[config.mk]
export PLATFORM = sky130hd
export DESIGN_NAME = pulse_spacer_fast
export DESIGN_NICKNAME = d
export VERILOG_FILES = /design/src/rtl/pulse_spacer_fast.sv
export SDC_FILE = /design/constraint.sdc
export NUM_CORES = 1
export LEC_CHECK = 0
export CAP_MARGIN = 20
export CORE_AREA = 2 2 39 41
export CTS_CLUSTER_DIAMETER = 100
export DETAILED_ROUTE_END_ITERATION = 8
export DIE_AREA = 0 0 41 43
export PLACE_DENSITY_LB_ADDON = 0.15
export SKIP_LAST_GASP = 1
export SLEW_MARGIN = 10
export SYNTH_ARGS = -nofsm -noshare
export SYNTH_HDL_FRONTEND = slang
export SYNTH_SLANG_ARGS = --single-unit
[constraint.sdc]
create_clock -name clk -period 3.26 [get_ports clk]
set_input_delay 0.489 -clock clk [delete_from_list [all_inputs] [get_ports clk]]
set_output_delay 0.489 -clock clk [all_outputs]
set_load 0.01 [all_outputs]
[src/rtl/pulse_spacer_fast.sv]
// Fast-domain pacing stage ahead of the fast-to-slow pulse synchronizer.
// It queues event strobes and re-issues them as single pulses spaced GAP_CYCLES apart.
module pulse_spacer_fast #(
  parameter int unsigned GAP_CYCLES = 8,
  parameter int unsigned CNT_W      = 4
) (
  input  logic             clk,
  input  logic             rst,
  input  logic             pulse_in,
  input  logic             flush,
  input  logic             clr_ovf,
  output logic             pulse_out,
  output logic [CNT_W-1:0] pending,
  output logic             busy,
  output logic             overflow
);

  localparam int unsigned   GW         = $clog2(GAP_CYCLES);
  localparam logic [GW-1:0] GAP_RELOAD = GW'(GAP_CYCLES - 1);

  typedef enum logic {S_IDLE, S_GAP} state_t;

  state_t           w_state;
  logic [GW-1:0]    r_gap_cnt;
  logic [GW-1:0]    w_gap_nxt;
  logic [CNT_W-1:0] r_pending;
  logic [CNT_W-1:0] w_pending_nxt;
  logic             r_pulse;
  logic             r_ovf;
  logic             w_ovf_nxt;
  logic             w_issue;
  logic             w_full;
  logic             w_drop;

  always_ff @(posedge clk) begin
    if (rst) begin
      r_gap_cnt <= '0;
      r_pending <= '0;
      r_pulse   <= 1'b0;
      r_ovf     <= 1'b0;
    end else begin
      r_gap_cnt <= w_gap_nxt;
      r_pending <= w_pending_nxt;
      r_pulse   <= w_issue;
      r_ovf     <= w_ovf_nxt;
    end
  end

  // The gap counter itself is the state: zero means idle, anything else is a running gap.
  always_comb begin
    w_state       = (r_gap_cnt == '0) ? S_IDLE : S_GAP;
    w_issue       = (w_state == S_IDLE) && !flush && ((r_pending != '0) || pulse_in);
    w_full        = &r_pending;
    w_drop        = w_full && pulse_in && !w_issue && !flush;

    w_gap_nxt     = r_gap_cnt;
    if (w_issue)
      w_gap_nxt = GAP_RELOAD;
    else if (w_state == S_GAP)
      w_gap_nxt = r_gap_cnt - GW'(1);

    // A strobe arriving on an issue cycle replaces the issued event, so the count holds.
    w_pending_nxt = r_pending;
    if (flush)
      w_pending_nxt = '0;
    else if (pulse_in && !w_issue && !w_full)
      w_pending_nxt = r_pending + CNT_W'(1);
    else if (w_issue && !pulse_in)
      w_pending_nxt = r_pending - CNT_W'(1);

    w_ovf_nxt     = r_ovf;
    if (w_drop)
      w_ovf_nxt = 1'b1;
    else if (clr_ovf)
      w_ovf_nxt = 1'b0;
  end

  always_comb begin
    pulse_out = r_pulse;
    pending   = r_pending;
    overflow  = r_ovf;
    busy      = (r_pending != '0) || (r_gap_cnt != '0);
  end

endmodule

======== Word level (Yosys, flattened, before mapping) ========
Cells that the tools add are included.
cells by class
  equality and inequality tests ........... 1
  $add $sub $neg .......................... 3
  mux-type cells .......................... 6
  reductions and logical operators ........ 21
operator list
  kind                                                                 number
  1-bit logical AND                                                    8
  4-bit two-way mux                                                    2
  3-bit two-way mux                                                    2
  4-bit by 1-bit adder with 4-bit output (second input constant)       1
  1-bit zero test                                                      4
  4-bit AND reduction                                                  1
  2-bit nonzero test                                                   2
  4-bit nonzero test                                                   1
  4-bit by 1-bit subtractor with 4-bit output (second input constant)  1
  3-bit zero test                                                      1
  3-bit nonzero test                                                   1
  3-bit by 1-bit subtractor with 3-bit output (second input constant)  1
  1-bit logical OR                                                     2
  1-bit two-way mux                                                    2
  2-bit inequality test (second input constant)                        1
  2-bit OR reduction                                                   1
word-level totals
  input bits .............................. 5
  word-level logic and storage cells ...... 35
  flip-flop bits (word level) ............. 9

======== Logic depth before layout (Yosys ltp) ========
  word-level depth ........................ 7
  mapped depth ............................ 11
  mapped depth without buffers ............ 10

======== Worst setup path after synthesis ========
No wires, ideal clock.
  path kind ............................... reg-to-reg
  start point ............................. register r_gap_cnt[0]
  end point ............................... register r_pending[2] (netlist: pending[2])
  stages on the path, launching flop included .. 11
  required time ........................... 3.190 ns
  arrival ................................. 2.000 ns
  path buffers ............................ 1
  setup slack ............................. 1.191 ns
  period minus slack after synthesis ...... 2.069 ns
  path through ............................ dfxtp_1 > inv_1 > ha_1 > or3b_1 > buf_6 > and2_2 > o21ai_0 > ha_1 > a31oi_1 > a211o_1 > a21oi_1
on the way
  cells in the longest elaborated chain, start to end .. 7
ends and longest elaborated chain
  element                                                         RTL line  source
  start, declared                                                 24        logic [GW-1:0] r_gap_cnt;
  start signal, assigned                                          42        r_gap_cnt <= w_gap_nxt;
  3-bit zero test (*)                                             51        w_state = (r_gap_cnt == '0) ? S_IDLE : S_GAP;
  1-bit logical AND (*) (2 in series)                             52        w_issue = (w_state == S_IDLE) && !flush && ((r_pending != '0) || pulse_in);
  1-bit zero test                                                 66        else if (pulse_in && !w_issue && !w_full)
  1-bit logical AND (2 in series)                                 66
  4-bit two-way mux / 2-bit nonzero test (equally long branches)  --
  end signal, assigned                                            43        r_pending <= w_pending_nxt;
  end, declared                                                   26        logic [CNT_W-1:0] r_pending;
Every way passes the cells marked *; elsewhere a longest branch is shown, timed or not.
A chain may end at the register's enable or synchronous reset.

======== Worst setup path in the final report ========
  start point ............................. input port flush
  end point ............................... register r_pending[2] (netlist: pending[2])
on the way
  cells in the longest elaborated chain, start to end .. 7
ends and longest elaborated chain
  element                                                         RTL line  source
  start, declared                                                 10        input logic flush,
  1-bit zero test                                                 52
  1-bit logical AND (2 in series)                                 52
  1-bit zero test                                                 66
  1-bit logical AND (2 in series)                                 66
  4-bit two-way mux / 2-bit nonzero test (equally long branches)  --
Several ways; a longest one is shown, not always the timed one.

==> impl_results.md <==
* FMAX at 419.7 MHz
* Largest net degree at the start of global routing at 11
* Vias in the first global route at 411
* Critical-path maximum fanout at 8
* Num ports at 12
* Initial Util at 39.24%
* Post-DP HPWL at 824.6 um
* Port Buf Inserts at 11
* Vias per inst at 5.462
* Layout cell share with drive strength beyond 1 at 10.67%
* P_int at 0.0002858 W
* Final GP Congestion at 0.7417
* Number of buffers created by CTS at 3
* CP startpoint kind: input port
* Grt total ovfl at 0
* Syn-to-layout area delta at 24.65%
* Post-CTS setup buffer count at 0
* GR peak layer: met2
* FF+latch count, synth at 9
* Via Count at 497
* Final hold violation count at 0
* Post-synth net total at 72
* Total track usage at 14.13%
* Total Nets Final at 84
* Yosys warns at 0
* Synth cell types at 31
* Die Ht at 43 um
* DRT Wirelength at 1.086 mm
* Hold_buf cts at 0
* Sw Ratio at 36.57%
* Drt drc at 0
* Switching power at 0.0001648 W
* Max clock buf depth at 2
* Slew headroom at 75.65%
* Final setup margin at 877.6 ps
* DRT antenna net count at 0
* Worst setup EP type: flop
* Worst min path class: flop to flop
* Most frequent cells in the layout: 11 x clkdlybuf4s50_1, 9 x dfxtp_1, 5 x nor2_1
* Crit path arrival time at 2580 ps
* Worst-Margin Slew at 364.5 ps
* Worst R2R Start: r_gap_cnt[0]$_SDFFE_PP0P_
* CTS tree: yes
* Met2 usage at 20.63%
* Cts repair resizes at 0
* Clock share of power at 20.0%
* Die area at 1763 sq um
* Power density over the cells at 665.6 nW/um^2
* Met3 usage at 4.712%
* DRT iter0 DRCs at 4
* Root Driver: clkbuf_4
* Syn avg cell area at 8.485 sq um
* Drt first pass iters at 2
* TNS Setup at 0 ps
* Htree depth at 1
* Clock sink count at 9
* Initial antenna violation count at 0
* Max VDD drop at 0.2924 mV
* Sequential cell area fraction in the yosys report at 33.18%
* CP Class: input port to flop
* Wirelength per Cell at 11.93 um
* WHS at 518.5 ps
* Worst skew pair latency at 260 ps
* Max-Cap Viols at 0
* Status: complete, no violations
* Die W at 41 um
* Pre-CTS setup slack at 607.3 ps
* Worst Skew at 8.928 ps
* First-pass GRT wire length at 1.697 mm
* Commonest non-fill, non-tap cell in the layout: clkdlybuf4s50_1
* Logic pwr share at 46.3%
* Antenna fix cells at 0
* Leak at 0.2553 nW
* Final setup vio count at 0
* Tot Pwr at 0.0004506 W
* Hold_sp: r_gap_cnt[1]$_SDFFE_PP0P_
* Core area at 1384 sq um
* Met1 usage at 18.30%
* Max Slew Vio Count at 0
* RSZ-0062 raised after global routing: false
* Clock transition at the registers of the reported paths at 70 ps
* Post-Syn Instances at 64
* Minimum clock period at 2382 ps
* CP startpoint: flush
* Cell row count at 14
* Cell area after synthesis at 543.0 sq um
* Reg power frac at 33.7%
* Critical Path RT at 3460 ps
* Period utilisation layout at 73.08%
[power groups by stage]
stage                     Clock (W)  Combinational [W]  Sequential [W]
after detailed placement          0           0.000208        0.000154
after global placement            0           0.000208        0.000154
after floorplan                   0           0.000166        0.000149
after global routing      0.0000986           0.000230        0.000156
final                     0.0000903           0.000209        0.000152
after CTS                 0.0000931           0.000210        0.000152
[sequential cells by signal (all words and copies together) (netlist names)]
register	flops
pending	4
r_gap_cnt	3
overflow	1
pulse_out	1
[synth_stat cells]
library cell	instances	area share [%]
o32a_1	1	1.8
mux2i_1	1	1.8
nor3_2	1	1.8
buf_6	1	2.1
a21oi_1	4	3.7
o31ai_1	1	1.4
and3_1	1	1.2
nand3_1	2	1.8
a21boi_0	2	2.8
nor4_4	1	3.9
o21ai_0	3	2.8
xnor2_1	1	1.6
and2_2	1	1.4
or3b_1	1	1.6
dfxtp_1	9	33
nor4_1	1	1.2
or3_1	2	2.3
nand2_1	4	2.8
ha_1	3	6.9
inv_1	4	2.8
clkbuf_1	3	2.1
nor2b_1	2	2.3
nor2_1	5	3.5
o22ai_1	1	1.2
nor3_1	2	1.8
a211o_1	1	1.6
a31oi_1	2	2.3
nand4_1	1	1.2
a21o_2	1	1.6
and3_4	1	2.1
a311oi_1	1	1.6
[metal layers]
metal  up-vias  routed length [um]
met2         8                 501
met4         0                  15
met3         4                  36
met5         -                   0
met1       229                 532
li1        256                   -
[final cells by class]
| class | instances | area, sq um |
|---|---|---|
| Timing Repair Buffer | 11 | 110.1 |
| Clock buffer | 4 | 26.28 |
| Tap cell | 16 | 20.02 |
| Fill cell | 153 | 706.9 |
| Sequential cell | 9 | 180.2 |
| Multi-Input combinational cell | 47 | 325.3 |
| Inverter | 4 | 15.01 |
[path summary, 6_finish.rpt]
kind                                             endpoint  slack (ps)  depth (start not counted)
worst min-delay path            r_gap_cnt[1]$_SDFFE_PP0P_         520                          2
worst max-delay path              pending[2]$_SDFFE_PP0P_         880                          8
worst max register to register    pending[2]$_SDFFE_PP0P_         990                          9
worst min register to register  r_gap_cnt[1]$_SDFFE_PP0P_         520                          2
[critical path, stage by stage]
cell	delay (ps)
clkdlybuf4s50_1	460
or3b_1	490
and2_2	260
o21ai_0	150
ha_1	240
a31oi_1	110
a211o_1	240
a21oi_1	140
[per-stage QoR]
stage,cells,util [%],area [sq um]
CTS,91,48.92,676.9
floorplan,64,-,543.0
detailed placement,87,47.02,650.6
global placement,87,47.02,650.6
finish,91,48.92,676.9
global route,91,48.92,676.9
[cell families after synthesis]
group	after synthesis	synth area share, %
mux	1	1.843
xor+xnor	1	1.613
simple gates	25	28.80
compound gates	17	20.74
flops	9	33.18
fa+ha+maj	3	6.913
buf+inv	8	6.911
Power figures use the tool's default switching activity.
